<file path="config.mk">
export PLATFORM = sky130hd
export DESIGN_NAME = pipeline_stall_ctrl
export DESIGN_NICKNAME = d
export VERILOG_FILES = /design/src/rtl/cpu_types_pkg.sv /design/src/rtl/load_use_detect.sv /design/src/rtl/sat_counter.sv /design/src/rtl/pipeline_stall_ctrl.sv
export SDC_FILE = /design/constraint.sdc
export NUM_CORES = 1
export LEC_CHECK = 0
export CELL_PAD_IN_SITES_DETAIL_PLACEMENT = 0
export CELL_PAD_IN_SITES_GLOBAL_PLACEMENT = 1
export CORE_MARGIN = 1.5
export CORE_UTILIZATION = 34
export DETAILED_ROUTE_END_ITERATION = 16
export GPL_TIMING_DRIVEN = 1
export PLACE_DENSITY_LB_ADDON = 0.25
export SLEW_MARGIN = 20
export SYNTH_ARGS = -nofsm -noshare
export SYNTH_HDL_FRONTEND = slang
export SYNTH_SLANG_ARGS = --single-unit
export TNS_END_PERCENT = 10
</file>
<file path="constraint.sdc">
create_clock -name CLK -period 1.97 [get_ports CLK]
set_input_delay 0.394 -clock CLK [delete_from_list [all_inputs] [get_ports CLK]]
set_output_delay 0.394 -clock CLK [all_outputs]
set_load 0.005 [all_outputs]
</file>
<file path="src/rtl/cpu_types_pkg.sv">
// Shared CPU types: register index width and the pipeline sequencer state encoding.
package cpu_types_pkg;

  localparam int REG_W = 5;

  typedef logic [REG_W-1:0] regbits_t;

  typedef enum logic [1:0] {
    RUN    = 2'd0,
    DRAIN  = 2'd1,
    HALTED = 2'd2
  } pipe_ctrl_state_t;

endpackage

</file>
<file path="src/rtl/load_use_detect.sv">
// Flags a load in EX whose destination is read by the instruction in ID.
module load_use_detect
  import cpu_types_pkg::*;
(
  input  logic     ex_memread,
  input  regbits_t ex_rt,
  input  regbits_t id_rs,
  input  regbits_t id_rt,
  output logic     lu
);

  // $zero is never a real dependency, so a load targeting it cannot cause a stall.
  assign lu = ex_memread && (ex_rt != '0) && ((ex_rt == id_rs) || (ex_rt == id_rt));

endmodule

</file>
<file path="src/rtl/sat_counter.sv">
// Up-counter that sticks at all-ones instead of wrapping.
module sat_counter #(
  parameter int W = 32
) (
  input  logic         clk,
  input  logic         rst,
  input  logic         inc,
  output logic [W-1:0] count
);

  logic [W-1:0] cnt_q;
  logic [W-1:0] cnt_d;

  always_comb begin
    cnt_d = cnt_q;
    if (inc && !(&cnt_q)) begin
      cnt_d = cnt_q + 1'b1;
    end
  end

  always_ff @(posedge clk or posedge rst) begin
    if (rst) begin
      cnt_q <= '0;
    end else begin
      cnt_q <= cnt_d;
    end
  end

  assign count = cnt_q;

endmodule

</file>
<file path="src/rtl/pipeline_stall_ctrl.sv">
// Per-cycle enable/flush sequencer for the five pipeline registers, including the
// halt-drain sequence and saturating stall/flush event counters.
module pipeline_stall_ctrl
  import cpu_types_pkg::*;
#(
  parameter int CNT_W = 32
) (
  input  logic             CLK,
  input  logic             RST,
  input  logic             ihit,
  input  logic             dhit,
  input  logic             dren_m,
  input  logic             dwen_m,
  input  logic             ex_memread,
  input  regbits_t         ex_rt,
  input  regbits_t         id_rs,
  input  regbits_t         id_rt,
  input  logic             redirect_ex,
  input  logic             halt_id,
  input  logic             halt_wb,
  output logic             pc_en,
  output logic             ifid_en,
  output logic             idex_en,
  output logic             exmem_en,
  output logic             memwb_en,
  output logic             ifid_flush,
  output logic             idex_flush,
  output logic             memwb_flush,
  output logic             halt,
  output logic [CNT_W-1:0] stall_cnt,
  output logic [CNT_W-1:0] flush_cnt
);

  pipe_ctrl_state_t state_q;
  pipe_ctrl_state_t state_d;

  logic dstall;
  logic istall;
  logic lu;
  logic redirect_apply;
  logic stall_inc;

  assign dstall = (dren_m || dwen_m) && !dhit;
  assign istall = !ihit;

  load_use_detect u_lu (
    .ex_memread (ex_memread),
    .ex_rt      (ex_rt),
    .id_rs      (id_rs),
    .id_rt      (id_rt),
    .lu         (lu)
  );

  always_comb begin
    state_d        = state_q;
    pc_en          = 1'b1;
    ifid_en        = 1'b1;
    idex_en        = 1'b1;
    exmem_en       = 1'b1;
    memwb_en       = 1'b1;
    ifid_flush     = 1'b0;
    idex_flush     = 1'b0;
    memwb_flush    = 1'b0;
    halt           = 1'b0;
    redirect_apply = 1'b0;

    case (state_q)
      RUN, DRAIN: begin
        if (dstall) begin
          pc_en       = 1'b0;
          ifid_en     = 1'b0;
          idex_en     = 1'b0;
          exmem_en    = 1'b0;
          memwb_flush = 1'b1;
        end else if (redirect_ex) begin
          ifid_flush     = 1'b1;
          idex_flush     = 1'b1;
          redirect_apply = 1'b1;
        end else if (lu) begin
          pc_en      = 1'b0;
          ifid_en    = 1'b0;
          idex_flush = 1'b1;
        end else if (istall) begin
          pc_en      = 1'b0;
          ifid_flush = 1'b1;
        end

        if (state_q == RUN) begin
          if (halt_id && !dstall && !redirect_ex && !lu) begin
            state_d = DRAIN;
          end
        end else begin
          // While draining, fetch stays frozen unless a redirect proves the HALT was wrong-path.
          if (!redirect_apply) begin
            pc_en      = 1'b0;
            ifid_en    = 1'b1;
            ifid_flush = 1'b1;
          end
          // A HALT retiring in WB is older than anything in EX, so it outranks the redirect.
          if (halt_wb && memwb_en) begin
            state_d = HALTED;
          end else if (redirect_apply) begin
            state_d = RUN;
          end
        end
      end

      HALTED: begin
        pc_en    = 1'b0;
        ifid_en  = 1'b0;
        idex_en  = 1'b0;
        exmem_en = 1'b0;
        memwb_en = 1'b0;
        halt     = 1'b1;
      end

      default: begin
        state_d = RUN;
      end
    endcase
  end

  always_ff @(posedge CLK or posedge RST) begin
    if (RST) begin
      state_q <= RUN;
    end else begin
      state_q <= state_d;
    end
  end

  // Drain cycles are intentional freezes and are not charged as stalls.
  assign stall_inc = (state_q == RUN) && !pc_en;

  sat_counter #(.W(CNT_W)) u_stall_cnt (
    .clk   (CLK),
    .rst   (RST),
    .inc   (stall_inc),
    .count (stall_cnt)
  );

  sat_counter #(.W(CNT_W)) u_flush_cnt (
    .clk   (CLK),
    .rst   (RST),
    .inc   (redirect_apply),
    .count (flush_cnt)
  );

endmodule

</file>
==> results.json <==
{
  "syn_to_final_growth_pct": 64.1,
  "antenna_left": 0,
  "final-seq-area_um2": 1650,
  "portBuffers": 97,
  "whs_endpoint": "u_flush_cnt.count[31]",
  "antenna_cells": 0,
  "fin_worst_skew_ns": 0.0105,
  "worst_path_max_delay_cell": "or4_4",
  "grt_pass1_wl_um": 15600,
  "crit_path_max_fanout": 4,
  "dpl.hpwl_um": 6780,
  "drt-vias-per-instance": 4.78,
  "num_vias": 3257,
  "grt_start_max_net_pins": 67,
  "antenna_found_initial": 0,
  "syn_inst": 339,
  "crit_type": "in2out",
  "grt_overflow": 0,
  "cts_hold_buffers": 0,
  "initial_utilization": 0.349,
  "power_density_nw_per_um2": 671,
  "finalSetupViolCount": 8,
  "cts.sinks": 66,
  "hold_path_depth": 1,
  "multi_input_area_um2": 2090,
  "start_kind": "input pin",
  "final_layout_size_suffix_gt1_frac": 0.379,
  "drv_cap": 0,
  "grt_usage": 0.174,
  "pin_count": 98,
  "asyncSetResetFlopFracSynth": 1.00,
  "fp.dieH_um": 106,
  "place.gp.congestion": 0.759,
  "critPathCaptureType": "output port",
  "htree_levels": 3,
  "postLayoutSetupSlackWorst_ns": -0.0975,
  "syn_avg_cell_area_um2": 10.6,
  "die_w_um": 106,
  "worst_slew_pin_slew_ns": 0.423,
  "nNetsFinal": 568,
  "wl_per_cell_um": 13.6,
  "reg2reg_from": "u_flush_cnt.count[3]",
  "pre_cts_ws_ns": -0.926,
  "p_leak_nw": 2.80,
  "cts_tree": "yes",
  "slew_viol_final": 0,
  "hold_viol_final": 0,
  "clockBufferDepth": 2,
  "dr.pass1.iters": 4,
  "r2r_end": "u_flush_cnt.count[30]",
  "ys_types": 50,
  "drc": 0,
  "syn-num-nets": 366,
  "min_period_over_period": 1.05,
  "fp.dieArea_um2": 11200,
  "syn_area_um2": 3590,
  "yosysSeqAreaShare": 0.460,
  "synth_edf_count": 0,
  "r2r_setup_slack_ns": -0.04,
  "initialDrtViolationCount": 76,
  "ys_ff_latch": 66,
  "worstHoldStart": "u_flush_cnt.count[31]",
  "irDropWorstVdd_v": 0.000490,
  "critPathMaxStageDelay_ns": 0.52,
  "cp_cell_sequence": "buf_8 -> or4_4 -> o21a_4 -> a21oi_2 -> nor2_1 -> o22ai_1 -> buf_2",
  "violations": "setup timing",
  "cp.required_ns": 1.58,
  "hold_path_class": "reg2reg",
  "crit_arrival_ns": 1.67,
  "tns_ns": -0.432,
  "synthFlopType": "dfrtp_1",
  "cts_buffers": 9,
  "grt_pass1_vias": 3347,
  "finalCriticalPeriod_ns": 2.07,
  "worst_slew_margin_rel": 0.718,
  "reg2reg_depth": 6,
  "fmax_mhz": 484,
  "rsz0062_at_grt": "true",
  "rows": 37,
  "clock_latency_ns": 0.35,
  "fill_cells": 954,
  "status": "finished, violations left",
  "wl_um": 9300,
  "ys_warn_count": 0,
  "coreArea_um2": 10300,
  "path_clk_slew_ns": 0.07,
  "root_buffer": "clkbuf_8"
}
## logic make-up after synthesis
family          Yosys count  share of synthesized area
flops                    66                      0.460
xor+xnor                 70                      0.171
buf+inv                  24                     0.0359
compound gates           21                     0.0411
fa+ha+maj                 2                    0.00697
mux                       3                    0.00941
simple gates            153                      0.275
## cell usage in the layout (no fill, tap or decap), types with 7 or more instances in the layout
| cell | synthesis | final |
|---|---|---|
| buf_4 | 2 | 95 |
| xor2_1 | 43 | 40 |
| nand2_1 | 29 | 26 |
| nand4_1 | 11 | 11 |
| clkbuf_8 | 0 | 9 |
| dfrtp_1 | 66 | 66 |
| inv_1 | 15 | 12 |
| nand3_1 | 23 | 22 |
| clkdlybuf4s50_1 | 0 | 69 |
| buf_2 | 1 | 9 |
| and4_1 | 7 | 7 |
| xnor2_1 | 27 | 27 |
| buf_6 | 4 | 7 |
| nor3_2 | 4 | 9 |
| nor2_1 | 22 | 16 |
| nor4_4 | 4 | 10 |
| dlygate4sd2_1 | 0 | 7 |
## Yosys cell counts (all sizes together), types with 2 or more instances
library cell  number  area share
a21oi              2      0.0028
a31oi              4      0.0070
and2               5      0.0091
and3               5      0.0094
and4              10       0.026
buf                8       0.019
dfrtp             66        0.46
ha                 2      0.0070
inv               15       0.016
mux2               3      0.0094
nand2             30       0.032
nand2b             2      0.0035
nand3             23       0.032
nand4             13       0.029
nor2              22       0.023
nor2b              2      0.0035
nor3              16       0.028
nor4              15       0.055
o21a               2      0.0042
o21ai              3      0.0042
o31ai              2      0.0042
or2                2      0.0035
or3                4      0.0070
or4                2      0.0042
xnor2             27       0.066
xor2              43        0.10
## what timing repair did
| item | in CTS | in global routing |
|---|---|---|
| setup endpoints to repair | 55 | 55 |
| buffers inserted | 7 | 3 |
| pin swaps | 31 | 28 |
| resized for setup | 100 | 42 |
## registers in the layout (all words and copies together) (netlist names)
| name | flops |
|---|---|
| u_flush_cnt.count | 32 |
| u_stall_cnt.count | 32 |
| state_q | 2 |
## metal layers
layer / track usage / vias to the layer above / wire length [µm] / share of wire
met1: 0.226 / 1580 / 4280 / 0.46
met3: 0.0334 / 12 / 373 / 0.040
met2: 0.280 / 68 / 4470 / 0.48
met4: 0.0782 / 0 / 184 / 0.020
met5: 0 / - / 0 / 0
li1: - / 1597 / - / -
## per-stage QoR
stage | hold slack, ns | util | instances | power, mW | instance area (µm²)
after global placement | 0.474 | 0.525 | 656 | 2.91 | 5400
final | 0.494 | 0.573 | 682 | 3.95 | 5890
after detailed placement | 0.487 | 0.525 | 656 | 2.93 | 5400
after floorplan | 0.477 | - | 339 | 2.15 | 3590
after CTS | 0.497 | 0.551 | 679 | 3.92 | 5670
after global routing | 0.522 | 0.573 | 682 | 4.19 | 5890
## power by group
part           internal [mW]  switching [mW]  total (mW)
Clock                  0.447           0.528       0.975
Combinational          0.769           0.656        1.42
Sequential              1.47          0.0789        1.55
## worst max-delay path: cells and delay by family
family	cells	cell delay, ns
buf+inv	2	0.24
compound gates	3	0.46
simple gates	2	0.58
## worst max-delay path by stage
stage / start / endpoint / slack (ns) / cells past startpoint
after floorplan: u_stall_cnt.count[18] / u_stall_cnt.count[1] / -0.06 / 7
after global placement: ex_rt[0] / ifid_en / -0.92 / 6
after detailed placement: ex_rt[0] / ifid_en / -0.93 / 6
after CTS: ex_rt[0] / ifid_flush / -0.13 / 7
after global routing: ex_rt[2] / ifid_flush / -0.17 / 10
final: ex_rt[0] / ifid_flush / -0.1 / 7
## cell type report
type / count / area share
Sequential cell: 66 / 0.281
Timing Repair Buffer: 200 / 0.297
Clock inverter: 6 / 0.00574
Multi-Input combinational cell: 249 / 0.356
Inverter: 15 / 0.0102
Clock buffer: 10 / 0.0217
Tap cell: 136 / 0.0289
No activity file was read; power rests on OpenSTA's default activity.
